===== config.mk =====
export PLATFORM = sky130hd
export DESIGN_NAME = controlador_copia_memoria
export DESIGN_NICKNAME = d
export VERILOG_FILES = /design/src/rtl/controlador_copia_memoria.sv
export SDC_FILE = /design/constraint.sdc
export NUM_CORES = 1
export LEC_CHECK = 0
export CAP_MARGIN = 30
export CORE_MARGIN = 3
export CORE_UTILIZATION = 47
export DETAILED_ROUTE_END_ITERATION = 8
export PLACE_DENSITY = 0.89
export RECOVER_POWER = 25
export SYNTH_ARGS = -nofsm -noshare
export SYNTH_HDL_FRONTEND = slang
export SYNTH_SLANG_ARGS = --single-unit

===== constraint.sdc =====
create_clock -name clk -period 2.2 [get_ports clk]
set_clock_uncertainty 0.15 [all_clocks]
set_input_delay 0.44 -clock clk [delete_from_list [all_inputs] [get_ports clk]]
set_output_delay 0.44 -clock clk [all_outputs]
set_load 0.03 [all_outputs]

===== src/rtl/controlador_copia_memoria.sv =====
// controlador_copia_memoria
// Bus initiator for the 256x8 synchronous data memory (memoria_dados).
// Performs either a forward block copy (origem -> destino, tamanho bytes)
// or a block fill (valor written to tamanho bytes starting at destino).
//
// Ports:
//   clk, rst         clock and asynchronous active-high reset
//   inicio           start request, sampled only while idle
//   modo             0 = copy, 1 = fill
//   origem           copy source start address
//   destino          destination start address
//   tamanho          byte count (0 = no transfer, just completes)
//   valor            fill byte
//   ocupado          high while the controller owns the memory port
//   concluido        one-cycle completion pulse
//   mem_writeEnable  memory write strobe
//   mem_endereco     memory address
//   mem_dadoEntrada  memory write data
//   mem_dadoSaida    memory read data, valid the cycle after its address

module controlador_copia_memoria #(
  parameter int LARG_END  = 8,
  parameter int LARG_DADO = 8
) (
  input  logic                 clk,
  input  logic                 rst,
  input  logic                 inicio,
  input  logic                 modo,
  input  logic [LARG_END-1:0]  origem,
  input  logic [LARG_END-1:0]  destino,
  input  logic [LARG_END-1:0]  tamanho,
  input  logic [LARG_DADO-1:0] valor,
  output logic                 ocupado,
  output logic                 concluido,
  output logic                 mem_writeEnable,
  output logic [LARG_END-1:0]  mem_endereco,
  output logic [LARG_DADO-1:0] mem_dadoEntrada,
  input  logic [LARG_DADO-1:0] mem_dadoSaida
);

  localparam logic [LARG_END-1:0] UM = LARG_END'(1);

  typedef enum logic [2:0] {
    OCIOSO,
    LE,
    ESCREVE,
    PREENCHE,
    FIM
  } estado_t;

  estado_t estado, prox_estado;

  logic [LARG_END-1:0]  ptr_o;
  logic [LARG_END-1:0]  ptr_d;
  logic [LARG_END-1:0]  cont;
  logic [LARG_DADO-1:0] reg_valor;

  // State register.
  always_ff @(posedge clk or posedge rst) begin
    if (rst) begin
      estado <= OCIOSO;
    end else begin
      estado <= prox_estado;
    end
  end

  // Pointers, byte counter and fill byte. Parameters are captured only on
  // the accepting edge, so later input changes cannot disturb a transfer.
  // Pointer increments wrap naturally at the address width.
  always_ff @(posedge clk or posedge rst) begin
    if (rst) begin
      ptr_o     <= '0;
      ptr_d     <= '0;
      cont      <= '0;
      reg_valor <= '0;
    end else begin
      case (estado)
        OCIOSO: begin
          if (inicio) begin
            ptr_o     <= origem;
            ptr_d     <= destino;
            cont      <= tamanho;
            reg_valor <= valor;
          end
        end
        ESCREVE: begin
          ptr_o <= ptr_o + UM;
          ptr_d <= ptr_d + UM;
          cont  <= cont - UM;
        end
        PREENCHE: begin
          ptr_d <= ptr_d + UM;
          cont  <= cont - UM;
        end
        default: ;
      endcase
    end
  end

  // Next-state and output decode. The memory port is driven only from state
  // and registers; the single exception is the write data in ESCREVE, which
  // forwards the byte the memory returns for the address presented in LE.
  // A transfer ends when the counter is about to step from 1 to 0.
  always_comb begin
    prox_estado     = estado;
    ocupado         = 1'b1;
    concluido       = 1'b0;
    mem_writeEnable = 1'b0;
    mem_endereco    = '0;
    mem_dadoEntrada = '0;

    case (estado)
      OCIOSO: begin
        ocupado = 1'b0;
        if (inicio) begin
          if (tamanho == '0) begin
            prox_estado = FIM;
          end else if (modo) begin
            prox_estado = PREENCHE;
          end else begin
            prox_estado = LE;
          end
        end
      end
      LE: begin
        mem_endereco = ptr_o;
        prox_estado  = ESCREVE;
      end
      ESCREVE: begin
        mem_endereco    = ptr_d;
        mem_writeEnable = 1'b1;
        mem_dadoEntrada = mem_dadoSaida;
        prox_estado     = (cont == UM) ? FIM : LE;
      end
      PREENCHE: begin
        mem_endereco    = ptr_d;
        mem_writeEnable = 1'b1;
        mem_dadoEntrada = reg_valor;
        prox_estado     = (cont == UM) ? FIM : PREENCHE;
      end
      FIM: begin
        concluido   = 1'b1;
        prox_estado = OCIOSO;
      end
      default: begin
        prox_estado = OCIOSO;
      end
    endcase
  end

endmodule


[Word-level counts from Yosys, hierarchy flattened]
Index checks and enable logic that the tools add are counted.
Storage, ports and cells
  logic and storage cells: 39
  register bits: 35
  input port bits: 44
  output and inout port bits: 19
Cells by class
  reductions and logical operators: 8
  mux-type cells: 17
  add/subtract/negate cells: 3
  eq/ne operators: 6
Operators with widths (number)
  case mux 8 bit (2 select lines): 5
  2-to-1 mux 8 bit: 3
  adder 8 x 1 -> 8 bit, second input constant: 2
  2-to-1 mux 3 bit: 4
  case mux 3 bit (4 select lines): 1
  == test 8 x 1 -> 1 bit, second input constant: 1
  zero test 8 bit: 1
  subtractor 8 x 1 -> 8 bit, second input constant: 1
  == test 3 x 2 -> 1 bit, second input constant: 2
  AND reduction 2 bit: 3
  nonzero test 2 bit: 2
  == test 3 x 1 -> 1 bit, second input constant: 1
  == test 3 bit, second input constant: 1
  zero test 3 bit: 1
  2-to-1 mux 1 bit: 3
  2-to-1 mux 2 bit: 1
  inequality test 2 bit, second input constant: 1
  OR reduction 2 bit: 1

[Logic depth before layout (Yosys ltp)]
Gate-level depths: netlist of run 1.
  word-level depth: 4
  gate-level depth with buffers: 7
  depth with buffers taken out: 6

[Least setup slack after synthesis of run 1]
No wires, ideal clock.
  kind: reg2out
  start: register estado[1]
  end: output concluido
  cell stages (with the launch flop): 4
  arrival time: 1.497 ns
  required time: 1.610 ns
  slack: 0.113 ns
  path buffers: 2
  path through: dfrtp_1 > buf_4 > clkbuf_1 > nor3b_1
Between the ends
  longest elaborated chain between the ends: 2
Ends and longest elaborated chain
  from (decl): line 51  | estado_t estado, prox_estado;
  from (signal assigned): line 63  | estado <= prox_estado;
  == test 3 bit: line 112  | case (estado)
  2-to-1 mux 1 bit: line 112
  to (decl): line 34  | output logic concluido,
Every way passes these cells.

[Final worst setup path of run 1]
  start: register estado[2]
  end: output mem_writeEnable
Between the ends
  longest elaborated chain between the ends: 3
  elaborated cells on any way between the ends: 4
  classes of those cells: eq/ne (2); mux (1); reduce/logical (1)
Ends and longest elaborated chain
  == test 3 x 2 -> 1 bit: line 112
  OR reduction 2 bit (no line) (*)
  2-to-1 mux 1 bit (*): line 112
  to (decl): line 35  | output logic mem_writeEnable,
Every way passes the cells marked *; elsewhere a longest branch is shown, timed or not.

==> reports/results.txt, run 1 <==
Max Cap Violations = 0
Clk sinks = 35
I/O pin count = 63
Worst Setup Path Type = flop to output pin
Initial Util = 51.1%
Maximum VDD drop = 0.942 mV
Syn. warnings = 0
CTS max path bufs = 2
First-pass GRT wire length = 10000 µm
Cell Area, Synth = 2150 µm²
Via count = 2238
CP Launch Type = flop
R2r setup slk = 0.28 ns
CTS Buf Count = 5
Filler cell count in the final layout = 341
Router iterations before antenna repair = 5
Average cell area after synthesis = 8.39 µm²
CTS tree = built
Minimum clock period = 2.09 ns
#FFs+latches synth = 35
Congestion Overflow GR = 0
Clock-pin slew on the worst setup and hold paths = 0.07 ns
Area growth from synthesis to layout = 36.1%
Unrepaired setup endpoints after global routing = no
Gpl congestion = 0.872
Die height = 73.6 µm
Final wirelength = 6200 µm
HP Class = flop to flop
Register area = 878 µm²
Port Buffer Count = 62
Final Slew Violations = 0
Leak = 1.33 nW
# Post-CTS Setup Buffers = 0
Fin. Hold Viols = 0
Worst relative slew slack = 41.7%
Count of cell types in the netlist = 49
DRC errors left = 0
Tightest Pin Transition = 0.875 ns
Routed Antenna Nets = 0
Top FF cell, synth = dfrtp_1
Hold buffer count at cts = 0
Post-Syn Instances = 256
Post-layout net count = 377
CTS root buffer = clkbuf_8
HPWL Detailed = 4620 µm
Area after DPL = 2840 µm²
Core area = 4200 µm²
Final period util = 95.1%
Crit path required time = 1.61 ns
Post-synth EDFFs = 0
H-tree depth = 2
Fraction of registers with async set/reset = 100%
Placed insts = 372
Diode count = 0
Horiz. Die Dim = 73.6 µm
Non-Filler Instances = 380
# rows = 23
Final setup viols = 0
Vias per cell = 5.89
Status = finished clean
Post-route cell area = 2920 µm²
Worst Path Arrival = 1.50 ns
Post-synthesis net count = 304
Nature of the critical path endpoint = output pin
Gr usage total = 24.4%
Latest clock arrival within the worst-skew pair = 0.30 ns
Post-CTS Resized = 0
DR WL/cell = 16.3 µm
Crit-path max FO = 16
Power Density = 1480 nW/µm²
Initial antenna violation count = 0
Largest net degree at the start of global routing = 36
Sequential element share of the synthesized area = 40.8%
Vias in the first global route = 2158
Multi-input logic area = 1160 µm²
Die area = 5420 µm²
Layout cells sized above 1 = 18.8%
First DRT Iteration DRCs = 222
Fmax = 478 MHz
==> layout by cell type, fill, tap and decap left out, types with 3 or more instances in the layout <==
| cell type | n |
|---|---|
| dfrtp_1 | 33 |
| o21ai_0 | 8 |
| nor2_1 | 38 |
| clkinv_2 | 3 |
| ha_1 | 4 |
| nand3_1 | 14 |
| o22ai_1 | 5 |
| and3_1 | 3 |
| inv_1 | 7 |
| clkdlybuf4s50_1 | 42 |
| o211ai_1 | 4 |
| a32oi_1 | 3 |
| buf_4 | 35 |
| mux2i_1 | 8 |
| a22oi_1 | 5 |
| clkbuf_8 | 5 |
| a21oi_1 | 15 |
| nor3_1 | 7 |
| nand2_1 | 51 |
==> per-layer routing <==
layer	part of all wire, %	track usage (%)
met5	0	0
met4	3.8	12.3
met3	8.2	5.20
met2	47	37.4
met1	41	32.3
==> path summary, 6_finish.rpt <==
path,start,end,depth (start not counted)
hold reg to reg,reg_valor[1],reg_valor[1],2
min in group asynchronous,rst,ptr_o[0],3
hold / removal,reg_valor[1],reg_valor[1],2
setup reg to reg,estado[0],ptr_o[2],4
max in group asynchronous,rst,estado[2],3
setup / recovery,estado[2],mem_writeEnable,3
==> cell usage after synthesis, types with 2 or more instances <==
cell      instances  area share, %
a21oi_1          15            3.5
a221o_1           2           0.93
a22oi_1           5            1.7
a32oi_1           3            1.2
and3_1            3           0.87
buf_2             8            1.9
buf_6             3            1.6
clkbuf_1          2           0.35
dfrtp_1          35             41
ha_1              4            2.3
inv_1             7            1.2
mux2i_1           8            3.7
nand2_1          51            8.9
nand3_1          14            3.3
nor2_1           38            6.6
nor3_1            7            1.6
nor4_1            2           0.58
o211ai_1          4            1.4
o21ai_0           8            1.9
o221a_2           2            1.0
o22ai_1           5            1.5
or3_1             2           0.58
or4_1             2           0.70
==> state kept, by name (all words and copies together), names as in the netlist <==
name and count:
cont 8, estado 3, ptr_d 8, ptr_o 8
reg_valor 8
==> stage by stage <==
stage                     setup TNS (ns)  total power (W)  util [%]  setup slack, ns  hold slack [ns]
after global routing                   0          0.00461      69.6         0.000700            0.372
after detailed placement         -0.0369          0.00381      67.5          -0.0207            0.316
final                                  0          0.00432      69.6            0.108            0.335
after floorplan                        0          0.00293         -            0.113            0.295
after global placement           -0.0101          0.00371      67.5          -0.0101            0.313
after CTS                              0          0.00429      69.5           0.0389            0.333
==> power breakdown <==
part	switching (W)	internal (W)
logic	0.00149	0.00107
registers	0.000339	0.000946
clock network	0.000252	0.000217
total	0.00208	0.00223
==> area by class of cell <==
cell class              count  share of cell area [%]
inverters                   8                    1.03
well taps                  50                    2.14
multi-input cells         199                    39.7
clock buffers               5                    2.35
clock inverters             3                   0.513
flip-flops and latches     35                    30.0
repair buffers             80                    24.3
==> logic make-up after synthesis <==
kind of cell | synth area share (%)
buf+inv | 5.53
fa+ha+maj | 2.33
mux | 3.73
flops | 40.8
simple gates | 30.5
compound gates | 17.2
==> worst max-delay path: stages, from the launching register on <==
cell      delay, ns
dfrtp_2        0.48
nand2b_1       0.22
inv_2          0.26
buf_4          0.22
(Power assumes the default switching activity.)
==> inputs of run 2 (changes only) <==
--- a/config.mk
+++ b/config.mk
@@ -9,7 +9,8 @@
 export CORE_MARGIN = 3
 export CORE_UTILIZATION = 47
 export DETAILED_ROUTE_END_ITERATION = 8
-export PLACE_DENSITY = 0.89
+export DONT_BUFFER_PORTS = 1
+export PLACE_DENSITY = 0.72
 export RECOVER_POWER = 25
 export SYNTH_ARGS = -nofsm -noshare
 export SYNTH_HDL_FRONTEND = slang
==> reports/results.txt, run 2 (same netlist as run 1, synthesis figures left out) <==
DRC errors left = 0
Register area = 878 µm²
CTS Buf Count = 5
Gr usage total = 22.5%
Crit-path max FO = 15
Final setup viols = 0
Area growth from synthesis to layout = 14.8%
CTS tree = built
CTS max path bufs = 2
Routed Antenna Nets = 0
Initial antenna violation count = 0
CP Launch Point = estado[1]
Hold endpoint = reg_valor[7]
FF-to-FF Start = estado[1]
HPWL Detailed = 4120 µm
Crit path required time = 1.61 ns
Via count = 2018
DR WL/cell = 17.2 µm
Final period util = 97.5%
Power Density = 1690 nW/µm²
Maximum VDD drop = 1.13 mV
Largest net degree at the start of global routing = 36
Vias per cell = 6.08
HP Class = input port to flop
Post-layout net count = 329
Worst hold start = valor[7]
CTS root buffer = clkbuf_8
Final Slew Violations = 0
Core area = 4200 µm²
Fmax = 466 MHz
First DRT Iteration DRCs = 182
Reg-to-reg endpoint = cont[7]
Worst Setup Path Type = flop to output pin
Die height = 73.6 µm
Router iterations before antenna repair = 4
Tightest Pin Transition = 0.898 ns
Layout cells sized above 1 = 19.9%
R2r setup slk = 0.16 ns
Vias in the first global route = 1961
Horiz. Die Dim = 73.6 µm
Setup tns final = 0 ns
Nature of the critical path endpoint = output pin
Die area = 5420 µm²
Latest clock arrival within the worst-skew pair = 0.30 ns
Worst Path Arrival = 1.55 ns
Initial Util = 51.1%
Multi-input logic area = 1170 µm²
Worst relative slew slack = 40.1%
Worst hold stages = 2
Leak = 1.13 nW
CP Launch Type = flop
Setup ws final = 0.0560 ns
Clk sinks = 35
Most common cell after layout, fill and taps aside = nand2_1
Max Cap Violations = 0
Final wirelength = 5700 µm
Reg2reg path depth = 5
Fin. Hold Viols = 0
Diode count = 0
H-tree depth = 2
Clock-pin slew on the worst setup and hold paths = 0.08 ns
Commonest non-fill, non-tap cells in the layout = nand2_1, nor2_1, dfrtp_1, buf_4, a21oi_1
Filler cell count in the final layout = 372
Status = finished clean
Place WS = 0.219 ns
I/O pin count = 63
Port Buffer Count = 0
Congestion Overflow GR = 0
Gpl congestion = 0.844
Minimum clock period = 2.14 ns
First-pass GRT wire length = 9290 µm
Util after Layout = 58.7%
# rows = 23
[run 2: changes by cell type in the layout (fill, tap and decap cells not counted)]
cell / previous run / this run
clkdlybuf4s50_1: 42 / 0
nand2b_1: 1 / 0
nor2_1: 38 / 37
nor2_2: 0 / 1
clkbuf_1: 0 / 2
nand2b_4: 0 / 1
buf_4: 35 / 29
clkinv_2: 3 / 1
[run 2: routing by layer]
layer	share of wire, %	vias to the layer above	wire (µm)	track usage (%)
met5	0	-	0	0
met4	1.2	0	70	6.84
met3	7.7	5	437	6.98
met2	46	69	2650	33.7
met1	45	983	2550	31.4
li1	-	961	-	-
[run 2: how the worst max path moves through the flow]
stage	to	depth (start not counted)	slack [ns]
3_5_place_dp	cont[3]	6	0.22
2_1_floorplan	concluido	3	0.11
6_report	mem_endereco[1]	5	0.06
5_1_grt	concluido	3	-0.0002
3_3_place_gp	cont[3]	6	0.29
4_1_cts	mem_dadoEntrada[5]	4	0.008
[run 2: metrics by stage]
step | instance area [µm²] | cells | power [W] | hold slack, ns
floorplan | 2150 | 256 | 0.00293 | 0.295
global placement | 2350 | 321 | 0.00358 | 0.309
detailed placement | 2350 | 321 | 0.00364 | 0.313
CTS | 2440 | 330 | 0.00412 | 0.0968
global route | 2470 | 332 | 0.00451 | 0.107
finish | 2470 | 332 | 0.00418 | 0.104
[run 2: area by class of cell]
class                   count  share of cell area (%)
clock inverters             1                   0.203
multi-input cells         199                    47.4
clock buffers               7                    3.09
inverters                   8                    1.22
repair buffers             32                    9.89
well taps                  50                    2.54
flip-flops and latches     35                    35.6
[run 2: where the power goes]
| group | internal (W) | switching [W] | leakage [nW] | total, W |
|---|---|---|---|---|
| Sequential | 0.000948 | 0.000355 | 0.412 | 0.00130 |
| Combinational | 0.000973 | 0.00144 | 0.676 | 0.00241 |
| Clock | 0.000222 | 0.000241 | 0.0422 | 0.000463 |
[run 2: timing repair]
item                                    CTS  global route
gates resized for setup                   2             4
endpoints found under the hold margin     1             0
endpoints found under the setup margin    4            13
setup buffers                             0             2
cloned                                    0             0
hold buffers                              1             0
[run 2: worst max-delay path: stages, from the launching register on]
cell	delay, ns
dfrtp_2	0.46
buf_4	0.20
nor2_2	0.14
a22oi_1	0.08
nor2_1	0.17
buf_4	0.20
